[config.mk]
export PLATFORM = sky130hd
export DESIGN_NAME = apb_master_bridge
export DESIGN_NICKNAME = d
export VERILOG_FILES = /design/src/rtl/apb_master_bridge.sv
export SDC_FILE = /design/constraint.sdc
export NUM_CORES = 1
export LEC_CHECK = 0
export CAP_MARGIN = 20
export CORE_ASPECT_RATIO = 0.7
export CORE_MARGIN = 5
export CORE_UTILIZATION = 45
export DETAILED_ROUTE_END_ITERATION = 16
export PLACE_DENSITY = 0.85
export SLEW_MARGIN = 20
export SYNTH_ARGS = -nofsm -noshare
export SYNTH_HDL_FRONTEND = slang
export SYNTH_SLANG_ARGS = --single-unit
export TNS_END_PERCENT = 5
[constraint.sdc]
create_clock -name p_clk_i -period 5.3 [get_ports p_clk_i]
set_input_delay 0.53 -clock p_clk_i [delete_from_list [all_inputs] [get_ports p_clk_i]]
set_output_delay 0.53 -clock p_clk_i [all_outputs]
set_load 0.005 [all_outputs]
[src/rtl/apb_master_bridge.sv]
// APB initiator: accepts one command at a time on a valid/ready port, runs the
// APB SETUP/ACCESS phases with an optional wait timeout and returns a response.
module apb_master_bridge #(
    parameter int unsigned ADDR_WIDTH     = 32,
    parameter int unsigned DATA_WIDTH     = 32,
    parameter int unsigned TIMEOUT_CYCLES = 16
) (
    input  logic                  p_clk_i,
    input  logic                  p_reset_i,
    input  logic                  cmd_valid_i,
    output logic                  cmd_ready_o,
    input  logic                  cmd_write_i,
    input  logic [ADDR_WIDTH-1:0] cmd_addr_i,
    input  logic [DATA_WIDTH-1:0] cmd_wdata_i,
    output logic                  rsp_valid_o,
    input  logic                  rsp_ready_i,
    output logic [DATA_WIDTH-1:0] rsp_rdata_o,
    output logic                  rsp_err_o,
    output logic                  p_sel_o,
    output logic                  p_enable_o,
    output logic                  p_write_o,
    output logic [ADDR_WIDTH-1:0] p_addr_o,
    output logic [DATA_WIDTH-1:0] p_wdata_o,
    input  logic [DATA_WIDTH-1:0] p_rdata_i,
    input  logic                  p_ready_i
);

    localparam int unsigned CNT_W = (TIMEOUT_CYCLES == 0) ? 1 : $clog2(TIMEOUT_CYCLES + 1);
    localparam int unsigned LIMIT = (TIMEOUT_CYCLES == 0) ? 0 : TIMEOUT_CYCLES - 1;
    localparam logic [CNT_W-1:0] CNT_MAX = {CNT_W{1'b1}};

    typedef enum logic [1:0] {
        ST_IDLE,
        ST_SETUP,
        ST_ACCESS,
        ST_RESP
    } state_e;

    state_e                  state_q, state_d;
    logic [CNT_W-1:0]        cnt_q, cnt_d;
    logic                    p_sel_q, p_sel_d;
    logic                    p_enable_q, p_enable_d;
    logic                    p_write_q, p_write_d;
    logic [ADDR_WIDTH-1:0]   p_addr_q, p_addr_d;
    logic [DATA_WIDTH-1:0]   p_wdata_q, p_wdata_d;
    logic                    rsp_valid_q, rsp_valid_d;
    logic [DATA_WIDTH-1:0]   rsp_rdata_q, rsp_rdata_d;
    logic                    rsp_err_q, rsp_err_d;
    logic                    timeout_hit;

    // Command port is open only when idle and out of reset.
    assign cmd_ready_o = (state_q == ST_IDLE) && !p_reset_i;

    assign timeout_hit = (TIMEOUT_CYCLES != 0) && (cnt_q == CNT_W'(LIMIT));

    always_ff @(posedge p_clk_i or posedge p_reset_i) begin
        if (p_reset_i) begin
            state_q     <= ST_IDLE;
            cnt_q       <= '0;
            p_sel_q     <= 1'b0;
            p_enable_q  <= 1'b0;
            p_write_q   <= 1'b0;
            p_addr_q    <= '0;
            p_wdata_q   <= '0;
            rsp_valid_q <= 1'b0;
            rsp_rdata_q <= '0;
            rsp_err_q   <= 1'b0;
        end else begin
            state_q     <= state_d;
            cnt_q       <= cnt_d;
            p_sel_q     <= p_sel_d;
            p_enable_q  <= p_enable_d;
            p_write_q   <= p_write_d;
            p_addr_q    <= p_addr_d;
            p_wdata_q   <= p_wdata_d;
            rsp_valid_q <= rsp_valid_d;
            rsp_rdata_q <= rsp_rdata_d;
            rsp_err_q   <= rsp_err_d;
        end
    end

    // Next-state and registered-output logic.
    always_comb begin
        state_d     = state_q;
        cnt_d       = cnt_q;
        p_sel_d     = p_sel_q;
        p_enable_d  = p_enable_q;
        p_write_d   = p_write_q;
        p_addr_d    = p_addr_q;
        p_wdata_d   = p_wdata_q;
        rsp_valid_d = rsp_valid_q;
        rsp_rdata_d = rsp_rdata_q;
        rsp_err_d   = rsp_err_q;

        unique case (state_q)
            ST_IDLE: begin
                if (cmd_valid_i) begin
                    if (cmd_addr_i[1:0] != 2'b00) begin
                        state_d     = ST_RESP;
                        rsp_valid_d = 1'b1;
                        rsp_err_d   = 1'b1;
                        rsp_rdata_d = '0;
                    end else begin
                        state_d    = ST_SETUP;
                        cnt_d      = '0;
                        p_sel_d    = 1'b1;
                        p_enable_d = 1'b0;
                        p_write_d  = cmd_write_i;
                        p_addr_d   = cmd_addr_i;
                        p_wdata_d  = cmd_write_i ? cmd_wdata_i : '0;
                    end
                end
            end
            ST_SETUP: begin
                state_d    = ST_ACCESS;
                p_enable_d = 1'b1;
            end
            ST_ACCESS: begin
                // A ready on the limit cycle still completes the transfer.
                if (p_ready_i || timeout_hit) begin
                    state_d     = ST_RESP;
                    rsp_valid_d = 1'b1;
                    rsp_err_d   = !p_ready_i;
                    rsp_rdata_d = (p_ready_i && !p_write_q) ? p_rdata_i : '0;
                    p_sel_d     = 1'b0;
                    p_enable_d  = 1'b0;
                    p_write_d   = 1'b0;
                    p_addr_d    = '0;
                    p_wdata_d   = '0;
                end else if (cnt_q != CNT_MAX) begin
                    cnt_d = cnt_q + CNT_W'(1);
                end
            end
            ST_RESP: begin
                if (rsp_ready_i) begin
                    state_d     = ST_IDLE;
                    rsp_valid_d = 1'b0;
                    rsp_err_d   = 1'b0;
                    rsp_rdata_d = '0;
                end
            end
            default: state_d = ST_IDLE;
        endcase
    end

    assign rsp_valid_o = rsp_valid_q;
    assign rsp_rdata_o = rsp_rdata_q;
    assign rsp_err_o   = rsp_err_q;
    assign p_sel_o     = p_sel_q;
    assign p_enable_o  = p_enable_q;
    assign p_write_o   = p_write_q;
    assign p_addr_o    = p_addr_q;
    assign p_wdata_o   = p_wdata_q;

endmodule

# ---- After elaboration in Yosys (flattened, before gate mapping)
# Cells that the tools add are included.
dict set report classes {
  div 0
  n_mux 41
  bitwise 0
  n_eq_ne 12
  magnitude_cmp 0
  add_sub_neg 1
  shifts 0
  multipliers 0
  n_reduce_logical 16
}
# op count
set op_table {}
lappend op_table {{32-bit two-way mux} 11}
lappend op_table {{32-bit one-hot mux with 2 select lines} 2}
lappend op_table {{32-bit one-hot mux with 3 select lines} 1}
lappend op_table {{5-bit two-way mux} 4}
lappend op_table {{1-bit two-way mux} 12}
lappend op_table {{2-bit inequality test, second input constant} 6}
lappend op_table {{5-bit one-hot mux with 2 select lines} 1}
lappend op_table {{5-bit AND reduction} 2}
lappend op_table {{1-bit one-hot mux with 3 select lines} 3}
lappend op_table {{2-bit two-way mux} 4}
lappend op_table {{2-bit one-hot mux with 4 select lines} 1}
lappend op_table {{4-bit AND reduction} 2}
lappend op_table {{3-bit nonzero test} 2}
lappend op_table {{5-bit by 1-bit adder with 5-bit output, second input constant} 1}
lappend op_table {{5-bit by 4-bit equality test with 1-bit output, second input constant} 1}
lappend op_table {{5-bit inequality test, second input constant} 1}
lappend op_table {{2-bit equality test, second input constant} 2}
lappend op_table {{1-bit one-hot mux with 2 select lines} 2}
lappend op_table {{2-bit nonzero test} 2}
lappend op_table {{1-bit zero test} 3}
lappend op_table {{3-bit AND reduction} 1}
lappend op_table {{2-bit by 1-bit equality test with 1-bit output, second input constant} 1}
lappend op_table {{1-bit logical AND} 2}
lappend op_table {{2-bit zero test} 1}
lappend op_table {{2 further kinds} 2}
dict set report word_totals {
  out_inout_bits 102
  inputBits 102
  register_bits 108
  latchBits 0
  n_memories 0
  mem_bits_rw 0
  romBits 0
  elab_cells 80
}

# ---- Logic depth before layout (Yosys ltp)
dict set report logic_depth {
  word_depth 5
  mapped_depth 9
}

# ---- Least setup slack after synthesis
# No wires, ideal clock.
dict set report synth_timing {
  path_kind {reg2reg}
  start {register cnt_q[0]}
  end {register p_write_q (netlist: p_write_o)}
  path_stages_with_launch 8
  arrival_time_ns 1.987
  required_ns 5.173
  path_slack_ns 3.186
  path_cell_list {dfrtp_1 ha_1 and3_1 ha_1 or3b_1 o211ai_2 buf_6 mux2_1}
}
dict set report synth_via {
  elab_chain_len 4
}
# element line
set synth_rtl {}
lappend synth_rtl {{start: declaration} 40} ;# logic [CNT_W-1:0] cnt_q, cnt_d;
lappend synth_rtl {{start signal: assignment} 70} ;# cnt_q <= cnt_d;
lappend synth_rtl {{5-bit by 4-bit equality test with 1-bit output} 54} ;# assign timeout_hit = (TIMEOUT_CYCLES != 0) && (cnt_q == CNT_W'(LIMIT));
lappend synth_rtl {{1-bit logical OR} 120} ;# if (p_ready_i || timeout_hit) begin
lappend synth_rtl {{2-bit inequality test (no line)} n/a}
lappend synth_rtl {{4-bit AND reduction (no line)} n/a}
lappend synth_rtl {{end signal: assignment} 73} ;# p_write_q <= p_write_d;
lappend synth_rtl {{end: declaration} 43} ;# logic p_write_q, p_write_d;
# Every way passes these cells.
# A chain may end at the register's enable or synchronous reset.

# ---- Worst setup path after layout
dict set report layout_timing {
  start {register state_q[0]}
  end {register p_wdata_q[29] (netlist: p_wdata_o[29])}
}
dict set report layout_via {
  elab_chain_len 3
  word_cells_on_any_way 8
}
# element line
set layout_rtl {}
lappend layout_rtl {{start: declaration} 39} ;# state_e state_q, state_d;
lappend layout_rtl {{start signal: assignment} 69} ;# state_q <= state_d;
lappend layout_rtl {{2-bit equality test / 2-bit zero test (equally long branches)} 95} ;# unique case (state_q)
lappend layout_rtl {{2-bit inequality test (no line) / 2-bit nonzero test (equally long branches)} n/a}
lappend layout_rtl {{4-bit AND reduction (no line)} n/a}
lappend layout_rtl {{end signal: assignment} 75} ;# p_wdata_q <= p_wdata_d;
lappend layout_rtl {{end: declaration} 45} ;# logic [DATA_WIDTH-1:0] p_wdata_q, p_wdata_d;
# Several ways; a longest one is shown, not always the timed one.

==> results.txt <==
----------------------------------------------------
[Critical path]
  Kind of capture point of the worst setup path ... flop
  Buffer and inverter count on the worst path ... 3
  Worst EP required ... 5.50 ns
  Start of the worst register-to-register path ... state_q[0]$_DFFE_PP0P_
  Crit-path slowest cell ... sky130_fd_sc_hd__ha_1
  Arr. time, crit path ... 3.05 ns
  Cells along the critical path ... inv_1, ha_1, or3b_1, o211ai_4, buf_16, buf_4, o21ai_0
  Worst Setup SP ... state_q[0]$_DFFE_PP0P_
  Highest fanout seen on the critical path ... 49
  CP startpoint kind ... flop
  Slowest Stage Delay on Critical Path ... 0.54 ns
  Startpoint-to-endpoint class of the critical path ... reg2reg
  Worst path top cell family by delay ... buffers and inverters

[Job]
  Max-cap violations ... 0

[Finish]
  Top library cells by usage in the layout, fill and taps aside ... 203 x sky130_fd_sc_hd__clkdlybuf4s50_1, 108 x sky130_fd_sc_hd__dfrtp_1, 102 x sky130_fd_sc_hd__nand2_1
  Area of the multi-input gates ... 1620 µm²
  Nets ... 727
  Total of fill cells in the finished design ... 694
  FF/Latch Area ... 2700 µm²
  Area grow syn2layout ... 52.8%
  Post-layout instance area ... 7020 µm²
  Antenna diodes ... 0
  Share of post-route cells with drive strength above 1 ... 4.68%
  Leading cell type in the layout, fill and taps excluded ... sky130_fd_sc_hd__clkdlybuf4s50_1

[Power and ir drop]
  Total power divided by cell area ... 510 nW/µm²
  Static power due to leakage ... 3.13 nW
  Peak supply drop ... 0.000257 V

[Timing]
  Final Slew Violations ... 0
  Sum Neg Setup Slack ... 0 ns
  Worst-margin pin slew ... 0.796 ns
  Fmax ... 0.351 GHz
  Final cycle utilization of the critical path ... 53.8%
  Final critical-path required period ... 2.85 ns
  Setup violations, final ... 0
  Headroom to the max-slew limit ... 46.9%
  Maximum clock skew at final layout ... 0.00837 ns
  RSZ-0062 raised after global routing ... false
  Hold Fails Final Rpt ... 0

[Yosys]
  Total nets after synthesis ... 534
  Post-Synth Adder-Cell Area ... 2.45%
  Fraction of the yosys area taken by sequential cells ... 58.8%
  Instance count of the mapped netlist ... 423
  Count of unique library cells instantiated by Yosys ... 34
  Simple-Gate Fraction of Synth Area ... 12.3%
  Fraction of synthesized cell area in xor and xnor cells ... 0%
  Multiplexer area fraction after synthesis ... 7.92%
  YS warnings ... 0
  Register bit count reported by yosys ... 108
  Main combinational cell family by area after synthesis ... compound AO/OA/AOI/OAI gates
  Complex-gate fraction of the synthesized area ... 12.3%
  Post-synthesis instance area ... 4600 µm²
  Mapped Avg Cell Area ... 10.9 µm²

[Routing]
  Routed Wire Length ... 12600 µm
  Starting DRT DRC Count ... 116
  Via-to-Cell Ratio ... 4.89
  Overall via count from detail_route ... 3661
  Residual DRC count ... 0
  Average wire per standard cell ... 16.8 µm
  Detailed-routing iteration count for the pre-antenna-repair pass ... 4
  ANT nets after route ... 0

[Worst hold path]
  Launch instance of the worst min-delay path ... p_wdata_o[30]$_DFFE_PP0P_
  Min-Delay Path Class ... reg2reg

[Clock network]
  TritonCTS Buffers ... 9
  Number of post-CTS setup repair buffers ... 0
  Master cell of the clock root buffer ... sky130_fd_sc_hd__clkbuf_16
  Clock tree from TritonCTS ... built
  Insertion delay of the later-clocked pin in the worst-skew pair ... 0.34 ns
  Cts-stage hold buffer count ... 0
  # resized after CTS ... 0
  H-tree depth ... 3
  Clock-pin slew reported for the worst setup and hold paths after clock tree synthesis ... 0.07 ns
  Clock buffer depth ... 2
  Sinks on the clock net ... 108

[Placement]
  Placed Instance Area ... 6680 µm²
  Number of buffer cells added on primary ports ... 203
  Last weighted congestion value of the routability-driven placer ... 0.816
  Final HPWL from detailed placement ... 9310 µm

[Floorplanning]
  Overall die area ... 12400 µm²
  Width of the die ... 131 µm
  Die Y ... 94.6 µm
  Starting Density ... 46.7%
  Placement Rows ... 30
  Number of placed I/O pins ... 204
  Area of the core ... 9830 µm²

[Global routing]
  Total gr overflow ... 0
  First-pass GRT wire length ... 19500 µm
  Vias in the first global route ... 3813
  Antenna violations before repair ... 0
  Total GRT Usage ... 20.3%
  Largest net degree at the start of global routing ... 65

[Outcome]
  Result of the run ... finished, final reports clean

----------------------------------------------------
routing by layer:
metal / vias up / routed length, µm / global-route usage (%)
met5: - / 0 / 0
met4: 0 / 140 / 5.57
met3: 8 / 1320 / 8.48
met2: 145 / 5850 / 33.0
met1: 1726 / 5270 / 25.2
li1: 1782 / - / -
worst min-delay path, delay by kind of cell (launching register included):
kind            cells  cell delay [ns]
simple gates        1             0.05
flops               1             0.35
compound gates      1             0.06
cell usage after synthesis:
| cell type | n | area share (%) |
|---|---|---|
| sky130_fd_sc_hd__a21o_1 | 5 | 0.82 |
| sky130_fd_sc_hd__a21oi_1 | 1 | 0.11 |
| sky130_fd_sc_hd__a22o_1 | 31 | 5.9 |
| sky130_fd_sc_hd__a32o_1 | 3 | 0.65 |
| sky130_fd_sc_hd__and2_1 | 2 | 0.27 |
| sky130_fd_sc_hd__and3_1 | 1 | 0.14 |
| sky130_fd_sc_hd__and3_4 | 1 | 0.25 |
| sky130_fd_sc_hd__and3b_1 | 1 | 0.19 |
| sky130_fd_sc_hd__buf_2 | 8 | 0.87 |
| sky130_fd_sc_hd__buf_6 | 6 | 1.5 |
| sky130_fd_sc_hd__clkbuf_1 | 10 | 0.82 |
| sky130_fd_sc_hd__clkbuf_2 | 1 | 0.11 |
| sky130_fd_sc_hd__dfrtp_1 | 108 | 59 |
| sky130_fd_sc_hd__ha_1 | 9 | 2.5 |
| sky130_fd_sc_hd__inv_1 | 37 | 3.0 |
| sky130_fd_sc_hd__mux2_1 | 1 | 0.25 |
| sky130_fd_sc_hd__mux2_2 | 2 | 0.49 |
| sky130_fd_sc_hd__mux2i_1 | 33 | 7.2 |
| sky130_fd_sc_hd__nand2_1 | 102 | 8.3 |
| sky130_fd_sc_hd__nand2_8 | 1 | 0.44 |
| sky130_fd_sc_hd__nand2b_1 | 3 | 0.41 |
| sky130_fd_sc_hd__nand4_1 | 1 | 0.14 |
| sky130_fd_sc_hd__nor2_1 | 6 | 0.49 |
| sky130_fd_sc_hd__nor2b_1 | 4 | 0.54 |
| sky130_fd_sc_hd__nor3_1 | 3 | 0.33 |
| sky130_fd_sc_hd__nor3b_4 | 1 | 0.41 |
| sky130_fd_sc_hd__o211ai_1 | 1 | 0.16 |
| sky130_fd_sc_hd__o211ai_2 | 1 | 0.27 |
| sky130_fd_sc_hd__o21ai_0 | 23 | 2.5 |
| sky130_fd_sc_hd__o21ai_1 | 12 | 1.3 |
| sky130_fd_sc_hd__o31ai_1 | 1 | 0.16 |
| sky130_fd_sc_hd__o41ai_1 | 2 | 0.38 |
| sky130_fd_sc_hd__or3_1 | 1 | 0.14 |
| sky130_fd_sc_hd__or3b_1 | 1 | 0.19 |
state kept, by name, summed over array words and instances, names as in the netlist, 2 cells and up:
register / cells
rsp_rdata_o: 32
p_wdata_o: 32
state_q: 2
p_addr_o: 32
cnt_q: 5
power by group:
group          internal, mW  switching [mW]
Combinational         0.887           0.716
Sequential             1.11           0.180
Clock                 0.394           0.291
Total                  2.39            1.19
through the flow:
stage	setup WS (ns)	utilization (%)	hold WS (ns)	std cells	total power, mW
after floorplan	1.92	-	0.470	423	2.11
after global placement	2.44	67.9	0.461	732	2.83
after detailed placement	2.35	67.9	0.465	732	2.90
after CTS	2.35	71.0	0.491	747	3.60
after global routing	2.19	71.4	0.503	748	3.82
final	2.45	71.4	0.487	748	3.58
logic make-up after synthesis:
logic type                 after synthesis
AOI/OAI and AO/OA                       80
adders and majority gates                9
and+or+nand+nor                        128
muxes                                   36
buffers and inverters                   62
DFF                                    108
final cells by class:
cell class | count | area share, %
clock buffer | 11 | 3.60
clock inverter | 4 | 0.820
inverter | 37 | 2.01
multi-input combinational | 253 | 23.1
sequential | 108 | 38.5
tap | 128 | 2.28
timing repair buffer | 207 | 29.7
worst paths after layout:
path / to / cells after the start / slack [ns]
min reg2reg: p_wdata_o[30]$_DFFE_PP0P_ / 2 / 0.49
max in group asynchronous: p_addr_o[7]$_DFFE_PP0P_ / 3 / 3.53
max: p_wdata_o[29]$_DFFE_PP0P_ / 7 / 2.45
max reg2reg: p_wdata_o[29]$_DFFE_PP0P_ / 7 / 2.45
min in group asynchronous: rsp_valid_o$_DFFE_PP0P_ / 2 / 0.71
min: p_wdata_o[30]$_DFFE_PP0P_ / 2 / 0.49
Power figures use the tool's default switching activity.
